`config.mk`:
```
export PLATFORM = sky130hd
export DESIGN_NAME = udp_parser
export DESIGN_NICKNAME = d
export VERILOG_FILES = /design/src/rtl/eth_pkg.sv /design/src/rtl/mold_msg_splitter.sv /design/src/rtl/udp_parser.sv
export SDC_FILE = /design/constraint.sdc
export NUM_CORES = 1
export LEC_CHECK = 0
export ABC_AREA = 1
export CAP_MARGIN = 20
export CORE_MARGIN = 10
export CORE_UTILIZATION = 45
export DETAILED_ROUTE_END_ITERATION = 12
export PLACE_DENSITY = 0.7
export SLEW_MARGIN = 20
export SYNTH_ARGS = -nofsm -noshare
export SYNTH_HDL_FRONTEND = slang
export SYNTH_SLANG_ARGS = --single-unit
```
`constraint.sdc`:
```
create_clock -name clkIn -period 7.2 [get_ports clkIn]
set_clock_uncertainty 0.15 [all_clocks]
set_input_delay 1.44 -clock clkIn [delete_from_list [all_inputs] [get_ports clkIn]]
set_output_delay 1.44 -clock clkIn [all_outputs]
set_load 0.05 [all_outputs]
```
`src/rtl/eth_pkg.sv`:
```
// eth_pkg: header lengths, protocol constants and parser states shared by the UDP/MoldUDP64 front end
package eth_pkg;
    localparam logic [5:0]  ETH_HDR_LEN    = 6'd14;
    localparam logic [5:0]  IP_HDR_LEN     = 6'd20;
    localparam logic [5:0]  UDP_HDR_LEN    = 6'd8;
    localparam logic [5:0]  MOLD_HDR_LEN   = 6'd20;
    localparam logic [15:0] ETHERTYPE_IPV4 = 16'h0800;
    localparam logic [7:0]  IP_PROTO_UDP   = 8'd17;
    localparam logic [7:0]  IPV4_VER_IHL   = 8'h45;

    typedef enum logic [2:0] {
        IDLE,
        ETH_HDR,
        IP_HDR,
        UDP_HDR,
        MOLD_HDR,
        MSG_LEN,
        MSG_DATA,
        DROP
    } parse_state_t;

    function automatic logic [5:0] hdrLen(parse_state_t s);
        return s == ETH_HDR  ? ETH_HDR_LEN :
               s == IP_HDR   ? IP_HDR_LEN :
               s == UDP_HDR  ? UDP_HDR_LEN :
               s == MOLD_HDR ? MOLD_HDR_LEN : 6'd0;
    endfunction
endpackage

```
`src/rtl/mold_msg_splitter.sv`:
```
// mold_msg_splitter: latches each big-endian ITCH length, counts the message bytes down and emits them with start/last marks
module mold_msg_splitter (
    input  logic        clk,
    input  logic        rst,
    input  logic [7:0]  dataIn,
    input  logic        lenValid,
    input  logic        lenIdx,
    input  logic        dataValid,
    output logic        lenDone,
    output logic [15:0] lenWord,
    output logic        msgEnd,
    output logic [7:0]  itchData,
    output logic        itchValid,
    output logic        itchStart,
    output logic        itchLast,
    output logic [15:0] itchLen
);
    logic [7:0]  lenHi;
    logic [15:0] lenReg;
    logic [15:0] byteCnt;

    assign lenDone = lenValid && lenIdx;
    assign lenWord = {lenHi, dataIn};
    assign msgEnd  = dataValid && byteCnt == 16'd1;
    assign itchLen = lenReg;

    // length latch, remaining-byte countdown and one-cycle registered output stage
    always_ff @(posedge clk) begin
        if (rst) begin
            lenHi     <= 8'd0;
            lenReg    <= 16'd0;
            byteCnt   <= 16'd0;
            itchData  <= 8'd0;
            itchValid <= 1'b0;
            itchStart <= 1'b0;
            itchLast  <= 1'b0;
        end else begin
            itchValid <= dataValid;
            itchStart <= dataValid && byteCnt == lenReg;
            itchLast  <= msgEnd;
            if (dataValid) itchData <= dataIn;
            if (lenValid && !lenIdx) lenHi <= dataIn;
            if (lenDone) begin
                lenReg  <= lenWord;
                byteCnt <= lenWord;
            end else if (dataValid) begin
                byteCnt <= byteCnt - 16'd1;
            end
        end
    end
endmodule

```
`src/rtl/udp_parser.sv`:
```
// udp_parser: validates Ethernet/IPv4/UDP/MoldUDP64 headers and splits the payload into ITCH messages; define UDP_PARSER_SEQ_CHECK_EN to add the seqGapOut sequence check
module udp_parser
    import eth_pkg::*;
#(
    parameter logic [15:0] UDP_DST_PORT = 16'd26477,
    parameter logic [15:0] MAX_MSG_LEN  = 16'd64
) (
    input  logic        clkIn,
    input  logic        rstIn,
    input  logic [7:0]  rxDataIn,
    input  logic        rxDataValidIn,
    input  logic        rxDataLastIn,
    output logic [7:0]  itchDataOut,
    output logic        itchDataValidOut,
    output logic        itchMsgStartOut,
    output logic        itchMsgLastOut,
    output logic [15:0] itchMsgLenOut,
`ifdef UDP_PARSER_SEQ_CHECK_EN
    output logic        seqGapOut,
    output logic        frameDropOut
`else
    output logic        frameDropOut
`endif
);
    parse_state_t state;
    parse_state_t stateNext;
    logic [5:0]   hdrCnt;
    logic [15:0]  msgRemaining;
    logic [7:0]   cntHi;
    logic [15:0]  msgCount;
    logic         resync;
    logic         hdrDone;
    logic         chkFail;
    logic         cleanEnd;
    logic         dropPulse;
    logic         lenDone;
    logic [15:0]  lenWord;
    logic         msgEnd;

    assign hdrDone  = hdrCnt == hdrLen(state) - 6'd1;
    assign msgCount = {cntHi, rxDataIn};

    mold_msg_splitter splitter (
        .clk      (clkIn),
        .rst      (rstIn),
        .dataIn   (rxDataIn),
        .lenValid (rxDataValidIn && state == MSG_LEN),
        .lenIdx   (hdrCnt[0]),
        .dataValid(rxDataValidIn && state == MSG_DATA),
        .lenDone  (lenDone),
        .lenWord  (lenWord),
        .msgEnd   (msgEnd),
        .itchData (itchDataOut),
        .itchValid(itchDataValidOut),
        .itchStart(itchMsgStartOut),
        .itchLast (itchMsgLastOut),
        .itchLen  (itchMsgLenOut)
    );

    // per-byte header checks, next state and drop decision; a clean end is the completion of the last message or a heartbeat
    always_comb begin
        stateNext = state;
        chkFail   = 1'b0;
        cleanEnd  = 1'b0;
        dropPulse = 1'b0;
        if (rxDataValidIn) begin
            case (state)
                IDLE: stateNext = (resync || rxDataLastIn) ? IDLE : ETH_HDR;
                ETH_HDR: begin
                    chkFail   = (hdrCnt == 6'd12 && rxDataIn != ETHERTYPE_IPV4[15:8]) ||
                                (hdrCnt == 6'd13 && rxDataIn != ETHERTYPE_IPV4[7:0]);
                    stateNext = hdrDone ? IP_HDR : ETH_HDR;
                end
                IP_HDR: begin
                    chkFail   = (hdrCnt == 6'd0 && rxDataIn != IPV4_VER_IHL) ||
                                (hdrCnt == 6'd9 && rxDataIn != IP_PROTO_UDP);
                    stateNext = hdrDone ? UDP_HDR : IP_HDR;
                end
                UDP_HDR: begin
                    chkFail   = (hdrCnt == 6'd2 && rxDataIn != UDP_DST_PORT[15:8]) ||
                                (hdrCnt == 6'd3 && rxDataIn != UDP_DST_PORT[7:0]);
                    stateNext = hdrDone ? MOLD_HDR : UDP_HDR;
                end
                MOLD_HDR: begin
                    cleanEnd  = hdrDone && (msgCount == 16'h0000 || msgCount == 16'hFFFF);
                    stateNext = cleanEnd ? DROP : hdrDone ? MSG_LEN : MOLD_HDR;
                end
                MSG_LEN: begin
                    chkFail   = lenDone && lenWord > MAX_MSG_LEN;
                    cleanEnd  = lenDone && lenWord == 16'd0 && msgRemaining == 16'd1;
                    stateNext = cleanEnd ? DROP : (lenDone && lenWord != 16'd0) ? MSG_DATA : MSG_LEN;
                end
                MSG_DATA: begin
                    cleanEnd  = msgEnd && msgRemaining == 16'd1;
                    stateNext = cleanEnd ? DROP : msgEnd ? MSG_LEN : MSG_DATA;
                end
                DROP: stateNext = DROP;
            endcase
            if (chkFail) stateNext = DROP;
            dropPulse = chkFail ||
                        (rxDataLastIn && state != IDLE && state != DROP && !cleanEnd) ||
                        (rxDataLastIn && state == IDLE && !resync);
            if (rxDataLastIn) stateNext = IDLE;
        end
    end

    // state, header counter, message budget; reset mid-frame arms resync so the frame tail is skipped
    always_ff @(posedge clkIn) begin
        if (rstIn) begin
            state        <= IDLE;
            hdrCnt       <= 6'd0;
            msgRemaining <= 16'd0;
            cntHi        <= 8'd0;
            frameDropOut <= 1'b0;
            resync       <= rxDataValidIn ? !rxDataLastIn : (state != IDLE || resync);
        end else begin
            frameDropOut <= dropPulse;
            if (rxDataValidIn) begin
                state  <= stateNext;
                hdrCnt <= stateNext != state ? {5'd0, state == IDLE} :
                          lenDone ? 6'd0 :
                          state inside {ETH_HDR, IP_HDR, UDP_HDR, MOLD_HDR, MSG_LEN} ? hdrCnt + 6'd1 : hdrCnt;
                if (state == MOLD_HDR && hdrCnt == 6'd18) cntHi <= rxDataIn;
                msgRemaining <= (state == MOLD_HDR && hdrDone) ? msgCount :
                                (msgEnd || (lenDone && lenWord == 16'd0)) ? msgRemaining - 16'd1 : msgRemaining;
                if (state == IDLE && rxDataLastIn) resync <= 1'b0;
            end
        end
    end

`ifdef UDP_PARSER_SEQ_CHECK_EN
    logic [63:0] seqShift;
    logic [63:0] expectedSeq;
    logic [63:0] seqNow;
    logic        seqHave;

    assign seqNow = {seqShift[55:0], rxDataIn};

    // capture the MoldUDP64 sequence, flag a gap against the expected value and advance it by msgCount
    always_ff @(posedge clkIn) begin
        if (rstIn) begin
            seqShift    <= 64'd0;
            expectedSeq <= 64'd0;
            seqHave     <= 1'b0;
            seqGapOut   <= 1'b0;
        end else begin
            seqGapOut <= rxDataValidIn && state == MOLD_HDR && hdrCnt == 6'd17 && seqHave && seqNow != expectedSeq;
            if (rxDataValidIn && state == MOLD_HDR) begin
                if (hdrCnt >= 6'd10 && hdrCnt <= 6'd17) seqShift <= seqNow;
                if (hdrCnt == 6'd17 && !seqHave) begin
                    expectedSeq <= seqNow;
                    seqHave     <= 1'b1;
                end
                if (hdrDone) expectedSeq <= seqShift + {48'd0, msgCount};
            end
        end
    end
`endif
endmodule

```
==> results of run 1 <==
-- cells by family after synthesis --
group,count (synthesis)
compound gates,158
simple gates,352
buf+inv,94
xor+xnor,29
fa+ha+maj,10
flops,86
-- registers in the layout, indices dropped and copies added, names as in the netlist, 3 cells and up --
name and flops:
splitter.itchLen 16, splitter.byteCnt 16, cntHi 8, hdrCnt 6, msgRemaining 16, splitter.lenHi 8
state 3, splitter.itchData 8
-- through the flow --
step	total power, mW	utilization	cells	hold WS, ps	setup slack [ps]
after floorplan	0.545	-	729	310	3860
after CTS	0.929	0.524	897	340	3230
after global routing	0.958	0.524	897	363	2870
after detailed placement	0.565	0.504	881	329	2840
final	0.921	0.524	897	336	3130
after global placement	0.564	0.504	881	326	2940
-- cell type report --
class / instances / area share
Clock inverter: 6 / 0.0129
Clock buffer: 10 / 0.0241
Sequential cell: 86 / 0.304
Tap cell: 140 / 0.0307
Multi-Input combinational cell: 549 / 0.512
Inverter: 65 / 0.0459
Timing Repair Buffer: 41 / 0.0711
-- cells in the final DEF (no fill, tap or decap), drive strengths merged, types with 2 or more instances in the layout --
cell	netlist	final
clkinv	2	2
nand4	13	13
or2	7	7
nand2	178	178
nor2	93	93
dfxtp	85	85
a31oi	20	20
nand3b	2	2
o311ai	2	2
xor2	22	22
o32ai	2	2
nor4	4	4
a21boi	2	2
inv	63	66
nand3	46	46
a221oi	4	4
xnor2	7	7
nor3	8	8
clkdlybuf4s50	0	39
ha	10	10
o21ai	59	59
clkinvlp	0	2
buf	10	2
clkbuf	19	10
a21oi	60	60
-- worst paths after layout --
kind              cells after the start  slack (ps)                               end                        startpoint
hold / removal                        2         340  splitter.itchLen[5]$_SDFFE_PP0P_  splitter.itchLen[5]$_SDFFE_PP0P_
hold reg to reg                       2         340  splitter.itchLen[5]$_SDFFE_PP0P_  splitter.itchLen[5]$_SDFFE_PP0P_
setup / recovery                     16        3130            hdrCnt[3]$_SDFFE_PP0P_                     rxDataValidIn
setup reg to reg                     23        3550            hdrCnt[3]$_SDFFE_PP0P_             state[0]$_SDFFE_PP0P_
-- metal layers --
metal,routed length [um],up-vias,GRT usage
met5,0,-,0
met4,264,0,0.0536
met3,939,21,0.0428
met2,6100,189,0.264
met1,6430,2269,0.223
li1,-,2473,-
-- where the power goes --
| part | total [mW] | switching (mW) | internal, mW |
|---|---|---|---|
| Sequential | 0.486 | 0.00663 | 0.479 |
| Clock | 0.366 | 0.191 | 0.175 |
| Combinational | 0.0695 | 0.0460 | 0.0235 |
| Total | 0.921 | 0.244 | 0.677 |
-- cell usage after synthesis (2+ instances only) --
| library cell | n | share of area |
|---|---|---|
| nand3_1 | 35 | 0.035 |
| nand2_4 | 5 | 0.011 |
| a31oi_1 | 19 | 0.024 |
| nor2_4 | 3 | 0.0067 |
| o311ai_0 | 2 | 0.0035 |
| nand4_1 | 13 | 0.016 |
| clkbuf_1 | 19 | 0.014 |
| o21ai_1 | 9 | 0.0089 |
| nand3_4 | 3 | 0.010 |
| inv_2 | 10 | 0.0074 |
| inv_4 | 2 | 0.0025 |
| a21boi_0 | 2 | 0.0030 |
| inv_1 | 50 | 0.037 |
| nand3_2 | 8 | 0.016 |
| or2_1 | 2 | 0.0025 |
| dfxtp_1 | 85 | 0.34 |
| o21ai_0 | 50 | 0.050 |
| nor3_1 | 8 | 0.0079 |
| buf_2 | 5 | 0.0050 |
| buf_6 | 3 | 0.0067 |
| nand2_1 | 168 | 0.12 |
| nand3b_1 | 2 | 0.0030 |
| xor2_1 | 22 | 0.038 |
| o32ai_1 | 2 | 0.0035 |
| nand2_2 | 4 | 0.0050 |
| ha_1 | 10 | 0.025 |
| nor2_1 | 84 | 0.062 |
| xnor2_1 | 7 | 0.012 |
| a221oi_1 | 4 | 0.0069 |
| or2_2 | 5 | 0.0062 |
| nor2_2 | 5 | 0.0062 |
| nor4_1 | 4 | 0.0050 |
| a21oi_1 | 60 | 0.060 |
| buf_1 | 2 | 0.0015 |
-- worst register-to-register path, delay by kind of cell, from the launching register on --
kind	cells	cell delay [ps]
buffers and inverters	2	340
adder cells (fa/ha/maj)	1	260
AND/OR/NAND/NOR	19	2080
AO/OA/AOI/OAI	1	60
flip-flops	1	650
==> run_results.csv, run 1 <==
group,metric,value,unit
outcome,status,"complete, no violations",
synthesis,syn_area_per_cell,6.92,um2
placed_design,dp_hpwl,10.1,mm
placed_design,portBuffers,39,
synthesis,synth_xor_xnor_area_share,0.0503,
clock_network,cts_inserted_buffers,9,
clock_network,ctsHoldBuffers,0,
synthesis,netlist_area,5050,um2
die,dieArea,15800,um2
layout,diodes,0,
setup_path,crit_buf_inv,3,
clock_network,cts_sinks,86,
synthesis,yosysSeqAreaShare,0.343,
placed_design,place_area,5490,um2
synthesis,synth_cells,729,
timing,finalSetupViolations,0,
timing,slew_viol_final,0,
setup_path,crit_required,7320,ps
timing,worstMarginPinSlew,659,ps
synthesis,async_flop_share,0,
setup_path,crit_slowest_cell,"clkdlybuf4s50_1",
setup_path,cp_common_cell,"nand2_1",
power_and_ir_drop,peakVddDrop,0.189,mV
power_and_ir_drop,p_per_area,162,nW/um2
synthesis,synth-compound-area-share,0.175,
global_route,grt_max_degree,45,
timing,slew_headroom,0.560,
setup_path,crit_type,"input pin to flop",
clock_network,post_cts_resized,0,
route,drtIter0Drc,404,
setup_path,crit_family,"simple AND/OR/NAND/NOR gates",
synthesis,synth_ff_type,"dfxtp_1",
layout,syn_to_final_growth,13.0,%
route,drc,0,
clock_network,clock_latency,380,ps
synthesis,synth_cell_types,51,
timing,hold_viol_final,0,
layout,multi_input_comb_area,2920,um2
synthesis,synth_edf_count,1,
power_and_ir_drop,p_leak,2.39,nW
layout,fillers,1081,
layout,nNetsFinal,774,
layout,layout-drive-gt1-share,0.0925,
timing,tns,0,ps
synthesis,yosys_warnings,0,
global_route,grt_pass1_wl,22.8,mm
synthesis,synth-seq-cells,86,
synthesis,synth-simple-area-share,0.328,
die,die_w,126,um
synthesis,synthAdderAreaFrac,0.0248,
setup_path,crit_fanout,31,
route,antenna_left,0,
layout,design_area,5700,um2
timing,min_period,4070,ps
clock_network,clk_pin_slew,90,ps
global_route,grt_overflow_total,0,
clock_network,cts_max_level,3,
clock_network,cts_buffer_depth,2,
job,cap_violations,0,
timing,period_share,0.565,
die,start_util,0.463,
route,vias_per_cell,5.52,
global_route,first_global_vias,4667,
clock_network,postCtsSetupBuffers,0,
global_route,antenna_found_initial,0,
timing,max_freq,246,MHz
synthesis,syn-num-nets,751,
timing,rsz0062_at_grt,"false",
synthesis,synth_top_family_by_area,"simple AND/OR/NAND/NOR gates",
clock_network,cts-root-buf,"clkbuf_8",
setup_path,cp-end-kind,"flop",
die,fp.dieH,126,um
synthesis,synth.mux.area_fraction,0,
setup_path,crit_arrival,4190,ps
setup_path,crit_chain,"clkdlybuf4s50_1 -> nand2_1 -> inv_2 -> nand3_1 -> nand2_1 -> nor2_1 -> nand2_1 -> inv_1 -> nand4_1 -> nand2_1 -> nand3_2 -> nand2_4 -> nor2_8 -> nand3_2 -> nor2_1 -> nor2_1",
die,ios,40,
route,firstDrtPassIters,5,
route,drt_wl_total,13.7,mm
die,row_count,38,
die,coreArea,10900,um2
setup_path,critPathMaxStageDelay,690,ps
placed_design,place.gp.congestion,0.938,
clock_network,cts_tree,"built",
route,post_drt_wl_per_cell,15.3,um
layout,register_area,1730,um2
global_route,grtUsageTotal,0.169,
min_path,hp-class,"flop to flop",
setup_path,startpoint_type,"input pin",
route,dr_total_vias,4952,
(Power assumes the default switching activity.)
==> run 2: changes to the inputs <==
==> constraint.sdc (replaced) <==
create_clock -name clkIn -period 4.3 [get_ports clkIn]
set_clock_uncertainty 0.15 [all_clocks]
set_input_delay 0.86 -clock clkIn [delete_from_list [all_inputs] [get_ports clkIn]]
set_output_delay 0.86 -clock clkIn [all_outputs]
set_load 0.05 [all_outputs]
==> run 2 against run 1 <==
Net effect: combinational power is 73% higher; register-to-register slack worse by 3000 ps; worst setup slack lost 2500 ps; wire length up 2.5%; hold slack gained 20 ps.
==> run_results.csv, run 2 (synthesized netlist as in run 1, its figures left out) <==
group,metric,value,unit
clock_network,ctsHoldBuffers,0,
global_route,grt_max_degree,44,
clock_network,cts_max_level,3,
setup_path,reg2reg_setup_slack,600,ps
clock_network,postCtsSetupBuffers,0,
timing,worstMarginPinSlew,938,ps
global_route,grt_pass1_wl,23.1,mm
clock_network,cts_tree,"built",
layout,design_area,5710,um2
route,post_drt_wl_per_cell,15.6,um
outcome,status,"complete, no violations",
layout,layout_common_cells,"nand2_1, dfxtp_1, nor2_1",
clock_network,cts_inserted_buffers,9,
layout,layout-drive-gt1-share,0.0946,
global_route,first_global_vias,4568,
route,drc,0,
setup_path,crit_type,"flop to flop",
setup_path,crit_buf_inv,3,
route,antenna_left,0,
timing,min_period,3700,ps
power_and_ir_drop,p_per_area,263,nW/um2
route,firstDrtPassIters,6,
setup_path,crit_family,"simple AND/OR/NAND/NOR gates",
setup_path,crit_slowest_cell,"dfxtp_1",
layout,fin_util,0.524,
route,vias_per_cell,5.52,
die,row_count,38,
clock_network,cts-root-buf,"clkbuf_8",
layout,fillers,1037,
route,drt_wl_total,14.1,mm
setup_path,startpoint_type,"flop",
global_route,antenna_found_initial,0,
setup_path,critPathMaxStageDelay,650,ps
min_path,hp-start,"splitter.itchLen[11]$_SDFFE_PP0P_",
clock_network,clock_latency,390,ps
setup_path,cp_common_cell,"nor2_1",
placed_design,place.gp.congestion,0.949,
setup_path,crit_required,4440,ps
die,die_w,126,um
placed_design,dp_hpwl,10.3,mm
timing,rsz0062_at_grt,"false",
placed_design,portBuffers,39,
global_route,grt_overflow_total,0,
setup_path,r2r-start,"state[2]$_SDFFE_PP0P_",
setup_path,crit_fanout,22,
layout,diodes,0,
die,coreArea,10900,um2
layout,syn_to_final_growth,13.1,%
die,dieArea,15800,um2
setup_path,crit_chain,"inv_8 -> nand3_4 -> inv_1 -> nor2_1 -> ha_1 -> nand2_1 -> nand2_1 -> nor2_1 -> o21ai_1 -> nor2_1 -> nand2_1 -> nor2_4 -> nand3_4 -> clkinv_4 -> nand2_2 -> nand3_2 -> nand2_1 -> nand3_2 -> nand2_4 -> nor2_8 -> nand3_2 -> nor2_1 -> nor2_1",
setup_path,crit_arrival,3840,ps
placed_design,place_ws,610,ps
route,dr_total_vias,4972,
clock_network,post_cts_resized,0,
min_path,hp-class,"flop to flop",
timing,max_freq,270,MHz
timing,period_share,0.861,
power_and_ir_drop,p_leak,2.40,nW
job,cap_violations,0,
clock_network,clk_pin_slew,90,ps
die,fp.dieH,126,um
timing,finalSetupViolations,0,
setup_path,cp-end-kind,"flop",
layout,nNetsFinal,778,
die,ios,40,
placed_design,place_area,5520,um2
route,drtIter0Drc,384,
global_route,grtUsageTotal,0.173,
power_and_ir_drop,peakVddDrop,0.221,mV
timing,slew_viol_final,0,
layout,final_common_cell,"nand2_1",
die,start_util,0.463,
setup_path,startpoint,"state[2]$_SDFFE_PP0P_",
clock_network,cts_sinks,86,
timing,slew_headroom,0.374,
clock_network,cts_buffer_depth,2,
timing,fin_ws,599,ps
timing,hold_viol_final,0,
timing,tns,0,ps
## run 2: changes by cell type in the layout (fill, tap and decap cells not counted), sizes merged
cell      before  now
buf            2    6
clkinv         2    4
bufinv         1    0
clkinvlp       2    1
## run 2: metal layers
metal	GRT usage	part of all wire	up-vias
met1	0.226	0.46	2292
li1	-	-	2481
met5	0	0	-
met2	0.272	0.45	179
met3	0.0512	0.071	20
met4	0.0429	0.013	0
## run 2: power by group
group          internal [mW]  switching [mW]
clock network          0.234           0.331
logic                 0.0408          0.0788
registers              0.803          0.0109
total                   1.08           0.421
## run 2: worst paths after layout
kind | depth (start not counted) | to
setup / recovery | 23 | hdrCnt[4]$_SDFFE_PP0P_
hold / removal | 2 | splitter.itchLen[11]$_SDFFE_PP0P_
setup reg to reg | 23 | hdrCnt[4]$_SDFFE_PP0P_
hold reg to reg | 2 | splitter.itchLen[11]$_SDFFE_PP0P_
## run 2: through the flow
stage / std cells / hold WS, ps / power (mW)
after floorplan: 729 / 310 / 0.912
after global placement: 885 / 327 / 0.947
after detailed placement: 885 / 340 / 0.950
after CTS: 901 / 354 / 1.51
after global routing: 901 / 368 / 1.55
final: 901 / 357 / 1.50
## run 2: area by class of cell
type | count | area [um2] | share of cell area
clock buffers | 10 | 138 | 0.0241
clock inverters | 6 | 50.0 | 0.00877
inverters | 65 | 262 | 0.0458
multi-input cells | 549 | 2920 | 0.511
flip-flops and latches | 86 | 1730 | 0.303
well taps | 140 | 175 | 0.0307
repair buffers | 45 | 435 | 0.0763
## run 2: worst reg2reg max path: stages, from the launching register on
cell	delay [ps]
dfxtp_1	650
inv_8	80
nand3_4	140
inv_1	70
nor2_1	160
ha_1	270
nand2_1	70
nand2_1	50
nor2_1	90
o21ai_1	60
nor2_1	100
nand2_1	100
nor2_4	190
nand3_4	280
clkinv_4	220
nand2_2	100
nand3_2	100
nand2_1	90
nand3_2	100
nand2_4	90
nor2_8	160
nand3_2	110
nor2_1	110
nor2_1	60
==> run 3: changes to the inputs <==
--- a/config.mk
+++ b/config.mk
@@ -7,6 +7,7 @@
 export LEC_CHECK = 0
 export ABC_AREA = 1
 export CAP_MARGIN = 20
+export CORE_ASPECT_RATIO = 0.9
 export CORE_MARGIN = 10
 export CORE_UTILIZATION = 45
 export DETAILED_ROUTE_END_ITERATION = 12
==> run 3 against run 2 <==
Net effect: via count increased by 1.4%; maximum frequency increased by 4.9%; global-route usage increased by 0.72 points; count of clock-buffer cells in the layout unchanged; total power increased by 19%; sequential power about the same; critical path type unchanged; register-to-register slack improved by 170 ps.
==> run_results.csv, run 3 (synthesized netlist as in run 1, its figures left out) <==
group,metric,value,unit
power_and_ir_drop,p_sw,0.426,mW
die,dieArea,15900,um2
timing,period_share,0.821,
die,row_count,36,
power_and_ir_drop,peakVddDrop,0.164,mV
outcome,status,"complete, no violations",
placed_design,portBuffers,39,
global_route,grtUsageTotal,0.180,
power_and_ir_drop,p_per_area,305,nW/um2
setup_path,r2r-end,"hdrCnt[3]$_SDFFE_PP0P_",
die,die_w,132,um
timing,slew_viol_final,0,
route,drc,0,
clock_network,post_cts_resized,0,
route,vias_per_cell,5.54,
timing,min_period,3530,ps
placed_design,dp_cells,896,
timing,fin_ws,771,ps
die,coreArea,10900,um2
min_path,hp-class,"flop to flop",
setup_path,cp-end-kind,"flop",
placed_design,dp_hpwl,10.4,mm
clock_network,cts_sinks,86,
clock_network,postCtsSetupBuffers,0,
layout,nNetsFinal,777,
setup_path,startpoint_type,"flop",
setup_path,crit_fanout,16,
min_path,min_path_cells,2,
route,dr_total_vias,5044,
clock_network,ctsHoldBuffers,0,
route,drtIter0Drc,701,
timing,rsz0062_at_grt,"false",
setup_path,crit_type,"flop to flop",
clock_network,clock_latency,350,ps
route,firstDrtPassIters,5,
power_and_ir_drop,pwr-share-seq,0.459,
route,drt_wl_total,14.4,mm
placed_design,place.gp.congestion,0.894,
die,start_util,0.463,
setup_path,reg2reg_setup_slack,770,ps
clock_network,cts_tree,"built",
job,cap_violations,0,
global_route,grt_overflow_total,0,
layout,fin_util,0.536,
setup_path,r2r-start,"state[2]$_SDFFE_PP0P_",
placed_design,place_ws,535,ps
clock_network,cts_max_level,3,
timing,max_freq,283,MHz
clock_network,cts_buffer_depth,2,
min_path,hp-start,"splitter.itchLen[5]$_SDFFE_PP0P_",
die,fp.dieH,120,um
die,ios,40,
timing,worstMarginPinSlew,636,ps
layout,stdcell_count,911,
power_and_ir_drop,power.internal,1.35,mW
clock_network,clk_pin_slew,70,ps
global_route,first_global_vias,4778,
min_path,hold_end,"splitter.itchLen[5]$_SDFFE_PP0P_",
global_route,antenna_found_initial,0,
setup_path,worst_r2r_path_depth,23,
timing,slew_headroom,0.575,
layout,final_common_cell,"nand2_1",
setup_path,crit_required,4390,ps
layout,layout_common_cells,"nand2_1, dfxtp_1, nor2_1",
clock_network,cts-root-buf,"clkbuf_16",
global_route,grt_pass1_wl,23.9,mm
layout,syn_to_final_growth,15.7,%
setup_path,crit_arrival,3620,ps
clock_network,cts_inserted_buffers,9,
timing,hold_viol_final,0,
power_and_ir_drop,p_clk_frac,0.474,
route,post_drt_wl_per_cell,15.8,um
power_and_ir_drop,swShare,0.240,
power_and_ir_drop,p_leak,2.46,nW
layout,diodes,0,
route,antenna_left,0,
power_and_ir_drop,combinationalPowerShare,0.068,
timing,finalSetupViolations,0,
layout,layout-drive-gt1-share,0.0922,
layout,fillers,1087,
global_route,grt_max_degree,44,
timing,tns,0,ps
[run 3: stage by stage]
step	hold WS [ps]	power (mW)	cell area (um2)
floorplan	310	0.912	5050
global placement	324	0.948	5530
detailed placement	331	0.952	5530
CTS	341	1.78	5840
global route	366	1.84	5840
finish	341	1.78	5840
[run 3: how the worst max path moves through the flow]
stage	end	slack, ps	start
final	hdrCnt[3]$_SDFFE_PP0P_	770	state[2]$_SDFFE_PP0P_
after detailed placement	hdrCnt[3]$_SDFFE_PP0P_	540	rxDataValidIn
after global placement	hdrCnt[3]$_SDFFE_PP0P_	670	rxDataValidIn
after global routing	hdrCnt[4]$_SDFFE_PP0P_	430	state[2]$_SDFFE_PP0P_
after CTS	hdrCnt[3]$_SDFFE_PP0P_	800	state[0]$_SDFFE_PP0P_
after floorplan	hdrCnt[3]$_SDFFE_PP0P_	1540	rxDataValidIn
[run 3: per-layer routing]
| layer | global-route usage | routed length (um) | vias to the layer above |
|---|---|---|---|
| met5 | 0 | 0 | - |
| met4 | 0.0833 | 421 | 0 |
| met3 | 0.0410 | 1120 | 37 |
| met2 | 0.293 | 6540 | 216 |
| met1 | 0.224 | 6270 | 2313 |
| li1 | - | - | 2478 |
[run 3: critical path: stages, from the launching register on]
cell,delay (ps)
dfxtp_1,670
inv_8,80
nand3_4,140
inv_1,70
nor2_1,160
ha_1,270
nand2_1,70
nand2_1,50
nor2_1,80
o21ai_1,60
nor2_1,90
nand2_1,100
nor2_4,200
nand3_4,150
clkinv_4,150
nand2_2,90
nand3_2,100
nand2_1,90
nand3_2,100
nand2_4,80
nor2_8,160
nand3_2,110
nor2_1,100
nor2_1,50
[run 3: area by class of cell]
cell class / instances / area, um2 / share of cell area
well taps: 152 / 190 / 0.0326
multi-input cells: 549 / 2920 / 0.499
flip-flops and latches: 86 / 1730 / 0.297
inverters: 65 / 262 / 0.0448
clock inverters: 5 / 82.6 / 0.0141
clock buffers: 10 / 229 / 0.0392
repair buffers: 44 / 428 / 0.0733
[run 3: power by group through the flow]
stage / sequential [mW] / clock [mW] / combinational, mW
after floorplan: 0.827 / 0 / 0.0848
after global placement: 0.833 / 0 / 0.115
after detailed placement: 0.833 / 0 / 0.118
after CTS: 0.815 / 0.851 / 0.119
after global routing: 0.816 / 0.887 / 0.134
final: 0.816 / 0.843 / 0.120
